File: src/rtl/serial_adder_pkg.sv
// Shared types and helpers for the bit-serial adder.
package serial_adder_pkg;

    // Controller states; encoding is fixed so it can be observed in debug dumps.
    typedef enum logic [1:0] {
        IDLE = 2'd0,
        RUN  = 2'd1,
        DONE = 2'd2
    } state_t;

    // Bit counter width needed to count WIDTH serial steps.
    function automatic int unsigned cnt_width(input int unsigned width);
        return $clog2(width + 1);
    endfunction

endpackage

File: src/rtl/serial_adder_full_adder.sv
// One-bit full-adder cell used as the serial adder's only arithmetic slice.
module full_adder (
    input  logic a,
    input  logic b,
    input  logic cin,
    output logic sum,
    output logic cout
);

    // Sum and carry of three one-bit inputs.
    always_comb begin
        sum  = a ^ b ^ cin;
        cout = (a & b) | (a & cin) | (b & cin);
    end

endmodule

File: src/rtl/serial_adder.sv
// Bit-serial WIDTH-bit adder: one full-adder cell plus a carry flop, LSB first.
// Optional feature: define SERIAL_ADDER_OVF_EN to add the registered signed
// overflow output ovf.
module serial_adder
    import serial_adder_pkg::*;
#(
    parameter int unsigned WIDTH = 8
) (
    input  logic             clk,
    input  logic             rst,
    input  logic             start,
    input  logic [WIDTH-1:0] a,
    input  logic [WIDTH-1:0] b,
    input  logic             cin,
    output logic             busy,
    output logic             done,
    output logic [WIDTH-1:0] sum,
    output logic             cout
`ifdef SERIAL_ADDER_OVF_EN
    ,
    output logic             ovf
`endif
);

    localparam int unsigned     CW   = cnt_width(WIDTH);
    localparam logic [CW-1:0]   LAST = CW'(WIDTH - 1);

    state_t           state;
    logic [WIDTH-1:0] a_sh;
    logic [WIDTH-1:0] b_sh;
    logic [WIDTH-1:0] acc;
    logic [WIDTH-1:0] acc_next;
    logic             carry;
    logic [CW-1:0]    cnt;
    logic             fa_sum;
    logic             fa_cout;
    logic             last_bit;

    // Single bit-slice shared by every step of the addition.
    full_adder u_fa (
        .a    (a_sh[0]),
        .b    (b_sh[0]),
        .cin  (carry),
        .sum  (fa_sum),
        .cout (fa_cout)
    );

    // Accumulator with the new sum bit entering at the MSB; after WIDTH steps
    // the first (LSB) result bit has reached position 0.
    always_comb begin
        acc_next = WIDTH'({fa_sum, acc} >> 1);
        last_bit = (cnt == LAST);
    end

    // Controller, datapath shift registers and registered results.
    always_ff @(posedge clk) begin
        if (rst) begin
            state <= IDLE;
            busy  <= 1'b0;
            done  <= 1'b0;
            sum   <= '0;
            cout  <= 1'b0;
            a_sh  <= '0;
            b_sh  <= '0;
            acc   <= '0;
            carry <= 1'b0;
            cnt   <= '0;
`ifdef SERIAL_ADDER_OVF_EN
            ovf   <= 1'b0;
`endif
        end else begin
            done <= 1'b0;
            unique case (state)
                IDLE, DONE: begin
                    if (start) begin
                        a_sh  <= a;
                        b_sh  <= b;
                        carry <= cin;
                        acc   <= '0;
                        cnt   <= '0;
                        busy  <= 1'b1;
                        state <= RUN;
                    end else begin
                        state <= IDLE;
                    end
                end
                RUN: begin
                    a_sh  <= a_sh >> 1;
                    b_sh  <= b_sh >> 1;
                    acc   <= acc_next;
                    carry <= fa_cout;
                    cnt   <= cnt + CW'(1);
                    if (last_bit) begin
                        sum   <= acc_next;
                        cout  <= fa_cout;
`ifdef SERIAL_ADDER_OVF_EN
                        // carry register holds the carry into the MSB here
                        ovf   <= carry ^ fa_cout;
`endif
                        busy  <= 1'b0;
                        done  <= 1'b1;
                        state <= DONE;
                    end
                end
                default: begin
                    busy  <= 1'b0;
                    state <= IDLE;
                end
            endcase
        end
    end

endmodule

File: config.mk
export PLATFORM = sky130hd
export DESIGN_NAME = serial_adder
export DESIGN_NICKNAME = d
export VERILOG_FILES = /design/src/rtl/serial_adder_pkg.sv /design/src/rtl/serial_adder_full_adder.sv /design/src/rtl/serial_adder.sv
export SDC_FILE = /design/constraint.sdc
export NUM_CORES = 1
export LEC_CHECK = 0
export ABC_AREA = 1
export BUFFER_PORTS_ARGS = -buffer_cell sky130_fd_sc_hd__buf_2
export CORE_MARGIN = 4
export CORE_UTILIZATION = 59
export CTS_BUF_LIST = sky130_fd_sc_hd__clkbuf_16
export CTS_CLUSTER_SIZE = 30
export DETAILED_ROUTE_END_ITERATION = 12
export GPL_TIMING_DRIVEN = 1
export PLACE_DENSITY_LB_ADDON = 0.1
export RECOVER_POWER = 100
export SYNTH_ARGS = -nofsm -noshare
export SYNTH_HDL_FRONTEND = slang
export SYNTH_SLANG_ARGS = --single-unit
File: constraint.sdc
create_clock -name clk -period 3.1 [get_ports clk]
set_clock_uncertainty 0.15 [all_clocks]
set_input_delay 0.31 -clock clk [delete_from_list [all_inputs] [get_ports clk]]
set_output_delay 0.31 -clock clk [all_outputs]
set_load 0.02 [all_outputs]
### After elaboration in Yosys (flattened, before gate mapping)

Index checks and enable logic that the tools add are counted.

| word-level totals | value |
|---|---|
| bits in registers | 42 |
| word-level logic and storage cells | 48 |

| operators by class | value |
|---|---|
| bitwise gates (word level) | 8 |
| add/sub/neg operators | 1 |
| mux-type cells | 17 |
| equal/unequal tests | 5 |
| reductions and logical operators | 7 |

Operator list:

| operator | count |
|---|---|
| $pmux 8 s2 | 3 |
| $mux 8 | 3 |
| $pmux 4 s2 | 1 |
| $reduce_and 2->1 | 3 |
| $mux 1 | 5 |
| $add 4x1->4 const B | 1 |
| $eq 4x3->1 const B | 1 |
| $mux 4 | 1 |
| $ne 2x2->1 const B | 2 |
| $pmux 1 s2 | 2 |
| $pmux 2 s2 | 1 |
| $reduce_or 2->1 | 2 |
| $and 1x1->1 | 3 |
| $eq 2x1->1 const B | 1 |
| $eq 2x2->1 const B | 1 |
| $logic_not 2->1 | 1 |
| $mux 2 | 1 |
| $or 1x1->1 | 2 |
| $reduce_bool 2->1 | 1 |
| $xor 1x1->1 | 2 |
| $not 1->1 | 1 |

### Longest topological paths before layout

Gate-level depths: netlist of run 1.

| logic depth | value |
|---|---|
| depth after elaboration | 4 |
| gate-level depth with buffers | 7 |

### By module

A second synthesis of run 1 with hierarchy kept.

| second synthesis, totals | value |
|---|---|
| cell total of the unflattened synthesis | 244 |
| area, all modules | 1,916.8 µm² |

By module, submodules not included:

| module | times used | cells each | area an instance (µm²) |
|---|---|---|---|
| serial_adder | 1 | 243 | 1,896.8 |
| full_adder | 1 | 1 | 20.0 |

### Least setup slack after synthesis of run 1

No wires, ideal clock.

| path | value |
|---|---|
| path type | reg2reg |
| start point | register cnt[0] |
| end point | register sum[0] |
| data required time | 2.835 ns |
| data arrival time | 1.039 ns |
| library setup time | 0.115 ns |
| cell stages (with the launch flop) | 8 |
| clock period less this slack | 1.305 ns |
| setup slack | 1.795 ns |
| cell sequence | dfxtp_1 ha_1 nand2_1 nor2_1 buf_2 nand3_1 nand2_1 nor2_1 |

| between the ends | value |
|---|---|
| word-level cells in the longest chain between the ends | 2 |

RTL lines:

| element | line | text |
|---|---|---|
| from (decl) | serial_adder.sv:34 | `logic [CW-1:0] cnt;` |
| from (signal assigned) | serial_adder.sv:92 | `cnt <= cnt + CW'(1);` |
| $eq 4x3->1 | serial_adder.sv:52 | `last_bit = (cnt == LAST);` |
| $reduce_and 2->1 (no line) | - |  |
| to (signal assigned) | serial_adder.sv:94 | `sum <= acc_next;` |
| to (decl) | serial_adder.sv:17 | `output logic [WIDTH-1:0] sum,` |

No other way between the ends.
A chain may end at the register's enable or synchronous reset.

### Worst setup path after layout of run 1

| path | value |
|---|---|
| start point | register state[1] |
| end point | register cnt[3] |

| between the ends | value |
|---|---|
| word-level cells in the longest chain between the ends | 4 |

RTL lines:

| element | line | text |
|---|---|---|
| from (decl) | serial_adder.sv:28 | `state_t state;` |
| from (signal assigned) | serial_adder.sv:58 | `state <= IDLE;` |
| from (signal assigned) | serial_adder.sv:82 | `state <= RUN;` |
| from (signal assigned) | serial_adder.sv:84 | `state <= IDLE;` |
| $eq 2x2->1 or $logic_not 2->1 (tied branches) | serial_adder.sv:73 | `unique case (state)` |
| $reduce_or 2->1 | serial_adder.sv:73 |  |
| $ne 2x2->1 (no line) or $reduce_bool 2->1 (tied branches) | - |  |
| $reduce_and 2->1 (no line) | - |  |

Parallel ways exist; a longest one is shown, timed or not.

==> flow_summary.ini, run 1 <==
[worst_setup_path]
end_kind = register
cp-start-kind = register
crit_chain = inv_1, nand2_1, o21a_1, nor2_1
critical_path_class = register to register
cpPeakStageDelay_ns = 0.68
slowest_stage = nand2_1
required_ns = 3.17
path_buf_inv = 1
arrival_ns = 2.13
crit_family = simple AND/OR/NAND/NOR gates
cp_max_fo = 28

[drt]
drtIter0Drc = 158
wl_per_cell_um = 13.4
vias = 1648
first_pass_iters = 5
dr_wl_met3_um = 209
highest_layer = met4
drc = 0
ant_nets = 0
routed_wl_um = 3930
wl_met1_um = 1830
dr_wl_met2_um = 1810
viasPerCell = 5.61

[logic_synthesis]
ys_ff_latch = 41
synth-edff-count = 0
avgSynthCellArea_sq_um = 7.51
synth_fp_nets = 266
yosysTopAreaCell = dfxtp_1
dominantRegCellSynth = dfxtp_1
synth_cells = 244
synth.distinct_cells = 21
synthArstFlopShare_pct = 0
synth_top_cell_area_share_pct = 44.8
synthTopCellsByCount = 67 x nand3_1, 41 x dfxtp_1, 41 x nand2_1, 30 x a21oi_1, 19 x inv_1
syn_area_sq_um = 1830
synth_most_common_cell = nand3_1
ys_warn_count = 0
yosys-top-cells-area = dfxtp_1 45%, nand3_1 18%, nand2_1 8.4%, a21oi_1 8.2%, inv_1 3.9%
yosysSeqAreaShare_pct = 44.8

[status]
outcome = completed

[pwr]
power.density_nw_per_um2 = 572
p_comb_share_pct = 10.1
peakVddDrop_v = 0.000407
intPower_uw = 874
pwr-share-seq_pct = 48.5
p_leak_uw = 0.000861
switching_share_pct = 24.3
finalPower_uw = 1150
pwr-share-clk_pct = 41.3
switchingPower_uw = 281

[placement]
hpwl_um = 2540
post-place-cells = 287
pre_cts_ws_ns = 1.12
io_buffers = 30
gp_congestion = 0.833

[floorplan]
start_util_pct = 64.2
dieArea_sq_um = 4060
die_h_um = 63.7
io_pins = 31
placementRows = 19
core_area_sq_um = 2850
dieWidth_um = 63.7

[timing]
fmax_mhz = 485
worst_slew_pin_slew_ns = 0.902
holdWs_ns = 0.132
finalSetupViolCount = 0
tns_ns = 0
maxSlewViolCount = 0
slew_headroom_pct = 39.7
fin_crit_sh_pct = 66.6
timing.final.crit_period_ns = 2.06
rsz0062_at_grt = false
final.setup.worst_slack_ns = 1.04
hold_violations = 0

[finish]
drive_above_1_share_pct = 10.6
finalNonFillerCells = 294
areaGrowthSynthToFinish_pct = 10.2
fin_nets = 285
antenna_cells = 0

[global_routing]
grt_overflow = 0
globalRouteTotalUtil_pct = 21.1
grt_pass1_wl_um = 6830
grt_max_degree = 30
antenna_found_initial = 0
grt_pass1_vias = 1491

[clocking]
cts_tree = yes
clk_latency_ns = 0.28
cts_buffer_depth = 2
clkTransAtPathRegs_ns = 0.06
cts_setup_buffers = 0
cts_hold_buffers = 0
cts_sinks = 41
cts_resized = 0
root_buffer = clkbuf_16
h-tree-depth = 2
cts_buffers = 5

[min_path]
hold_class = input pin to register

[run]
max-cap-violations = 0
cell families after synthesis:
logic type,Yosys count,synth area share (%)
buf+inv,40,11.3
fa+ha+maj,2,1.78
flops,41,44.8
simple gates,126,32.4
compound gates,35,9.70
layer usage:
layer | up-vias | track usage [%]
li1 | 859 | -
met1 | 747 | 27.3
met2 | 34 | 32.9
met3 | 8 | 6.75
met4 | 0 | 8.09
met5 | - | 0
placed cells by master (no fill, tap or decap):
master / n
buf_4: 1
nor2_4: 1
buf_2: 19
a21oi_1: 30
nand2_4: 1
o21ai_0: 4
nor2_1: 7
nand3_1: 67
inv_4: 1
clkbuf_1: 11
ha_1: 1
fa_1: 1
dfxtp_1: 41
nand4_1: 8
o21a_1: 1
clkbuf_16: 5
inv_1: 21
nand2_1: 42
clkinv_1: 1
registers in the layout, indices dropped and copies added (netlist names):
register,flops
b_sh,8
busy,1
sum,8
cnt,4
state,2
acc,7
a_sh,8
carry,1
cout,1
done,1
power groups by stage:
stage                     clock (uW)  combinational, uW  sequential [uW]
after CTS                        483                117              560
after floorplan                    0               98.7              570
after global placement             0                117              570
final                            477                117              561
after global routing             502                134              563
after detailed placement           0                116              572
path summary, 6_finish.rpt:
check                                      startpoint                   end  slack [ns]  depth (start not counted)
worst max-delay path            state[1]$_SDFFE_PP0P_   cnt[3]$_SDFFE_PP0P_        1.04                          4
worst min-delay path                             a[7]  a_sh[7]$_SDFFE_PP0P_        0.13                          3
worst max register to register  state[1]$_SDFFE_PP0P_   cnt[3]$_SDFFE_PP0P_        1.04                          4
worst min register to register    sum[1]$_SDFFE_PP0P_   sum[1]$_SDFFE_PP0P_        0.32                          2
tightest hold or removal path, cell delays in order:
cell and delay [ns]:
buf_2 0.09, nand2_1 0.05, a21oi_1 0.05
metrics by stage:
stage	area, sq um	utilization [%]
5_1_grt	2020	70.8
4_1_cts	2040	71.4
6_report	2020	70.8
3_3_place_gp	1900	66.7
3_5_place_dp	1900	66.7
2_1_floorplan	1830	-
area by class of cell:
type / instances / area, sq um
timing repair buffer: 31 / 144
sequential: 41 / 821
fill: 258 / 833
clock inverter: 2 / 7.51
multi-input combinational: 163 / 802
tap: 31 / 38.8
clock buffer: 5 / 125
inverter: 21 / 81.3
(Power assumes the default switching activity.)
==> run 2: changes to the inputs <==
Settings changed: CORE_UTILIZATION 59 to 55.
Clock period 3.1 ns to 1.91 ns, I/O delays scaled along.
==> run 2 against run 1 <==
Against the previous run: maximum frequency rose by 27%; sequential power rose by 63%; via count rose by 1.2%; die area rose by 6.3%; combinational power rose by 63%; highest routed layer unchanged; worst setup slack got worse by 0.74 ns.
==> flow_summary.ini, run 2 (synthesis results as in run 1) <==
[global_routing]
globalRouteTotalUtil_pct = 21.0
grt_pass1_vias = 1582
grt_overflow = 0
grt_max_degree = 30
antenna_found_initial = 0
grt_pass1_wl_um = 7090

[finish]
reg.largest.list = a_sh: 8 flops, b_sh: 8 flops, sum: 8 flops
drive_above_1_share_pct = 13.4
fin_nets = 289
multi_input_comb_area_sq_um = 805
final_cell_mix = 67 x nand3_1, 41 x nand2_1, 41 x dfxtp_1, 30 x a21oi_1
final_common_cell = nand3_1
antenna_cells = 0
regArea_sq_um = 821
num-fill-cells = 304
areaGrowthSynthToFinish_pct = 14.8

[worst_setup_path]
arrival_ns = 1.63
rr_startpoint = state[0]$_SDFFE_PP0P_
cpPeakStageDelay_ns = 0.52
slowest_stage = dfxtp_1
end_kind = register
r2r_slack_ns = 0.29
crit_top_cell = nand2_1
required_ns = 1.92
critical_path_class = register to register
crit_chain = inv_4, nor2_4, nand2_1, nand3_1, nand2_1
cp-start-kind = register
r2r_end = sum[1]$_SDFFE_PP0P_
r2r_cells = 5
cp_max_fo = 17

[timing]
worst_slew_pin_slew_ns = 0.593
maxSlewViolCount = 0
holdWs_ns = 0.0247
finalSetupViolCount = 0
fin_crit_sh_pct = 84.8
timing.final.crit_period_ns = 1.62
final.setup.worst_slack_ns = 0.291
fmax_mhz = 618
rsz0062_at_grt = false
hold_violations = 0
tns_ns = 0
slew_headroom_pct = 60.4

[clocking]
cts_setup_buffers = 0
root_buffer = clkbuf_16
cts_resized = 0
clk_latency_ns = 0.28
cts_buffer_depth = 2
cts_hold_buffers = 0
cts_sinks = 41
cts_buffers = 5
h-tree-depth = 2
cts_tree = yes
clkTransAtPathRegs_ns = 0.06

[drt]
ant_nets = 0
first_pass_iters = 4
viasPerCell = 5.35
wl_per_cell_um = 12.7
drtIter0Drc = 142
vias = 1668
drc = 0
routed_wl_um = 3970

[min_path]
whs_endpoint = b_sh[7]$_SDFFE_PP0P_
hold_depth = 3
holdCritStartpoint = b[7]
hold_class = input pin to register

[floorplan]
dieWidth_um = 65.7
core_area_sq_um = 3130
placementRows = 20
start_util_pct = 58.6
dieArea_sq_um = 4320
io_pins = 31
die_h_um = 65.7

[placement]
io_buffers = 30
pre_cts_ws_ns = 0.313
gp_congestion = 0.752
hpwl_um = 2560

[run]
max-cap-violations = 0

[pwr]
finalPower_uw = 2030
peakVddDrop_v = 0.000591
power.density_nw_per_um2 = 967
p_leak_uw = 0.000890

[status]
outcome = completed
-- run 2: changes by cell type in the layout (fill, tap and decap cells not counted), sizes merged --
cell      previous run  this run
buf                 20        24
bufinv               0         1
clkinvlp             0         1
inv                 22        21
-- run 2: worst max path at each step --
stage | startpoint | end | slack (ns)
after CTS | state[0]$_SDFFE_PP0P_ | sum[1]$_SDFFE_PP0P_ | 0.29
after detailed placement | state[0]$_SDFFE_PP0P_ | cout$_SDFFE_PP0P_ | 0.31
after global placement | state[0]$_SDFFE_PP0P_ | sum[3]$_SDFFE_PP0P_ | 0.37
after floorplan | cnt[0]$_SDFFE_PP0P_ | sum[0]$_SDFFE_PP0P_ | 0.61
after global routing | state[0]$_SDFFE_PP0P_ | sum[3]$_SDFFE_PP0P_ | 0.08
final | state[0]$_SDFFE_PP0P_ | sum[1]$_SDFFE_PP0P_ | 0.29
-- run 2: cell type report --
cell class / count / area share, %
Timing Repair Buffer: 35 / 8.27
Inverter: 21 / 3.87
Clock buffer: 5 / 5.95
Sequential cell: 41 / 39.0
Tap cell: 44 / 2.62
Clock inverter: 3 / 1.96
Multi-Input combinational cell: 163 / 38.3
-- run 2: per-layer routing --
metal | up-vias | GRT usage (%) | share of wire (%) | wire, um
li1 | 863 | - | - | -
met1 | 768 | 27.9 | 47 | 1850
met2 | 33 | 33.4 | 48 | 1900
met3 | 4 | 4.62 | 4.4 | 174
met4 | 0 | 6.99 | 1.0 | 40
met5 | - | 0 | 0 | 0
-- run 2: worst max-delay path, delay by kind of cell, from the launching register on --
| family | cells | cell delay (ns) |
|---|---|---|
| buf+inv | 1 | 0.17 |
| flops | 1 | 0.52 |
| simple gates | 4 | 0.67 |
-- run 2: power breakdown --
| group | internal, uW | total [uW] | switching, uW |
|---|---|---|---|
| Clock | 611 | 928 | 318 |
| Sequential | 889 | 913 | 24.3 |
| Combinational | 65.6 | 191 | 126 |
-- run 2: metrics by stage --
step                      util, %  cells  instance area (sq um)
after floorplan                 -    244                   1830
after global placement       62.3    304                   1950
after detailed placement     62.3    304                   1950
after CTS                    67.6    312                   2120
after global routing         67.2    312                   2100
final                        67.2    312                   2100
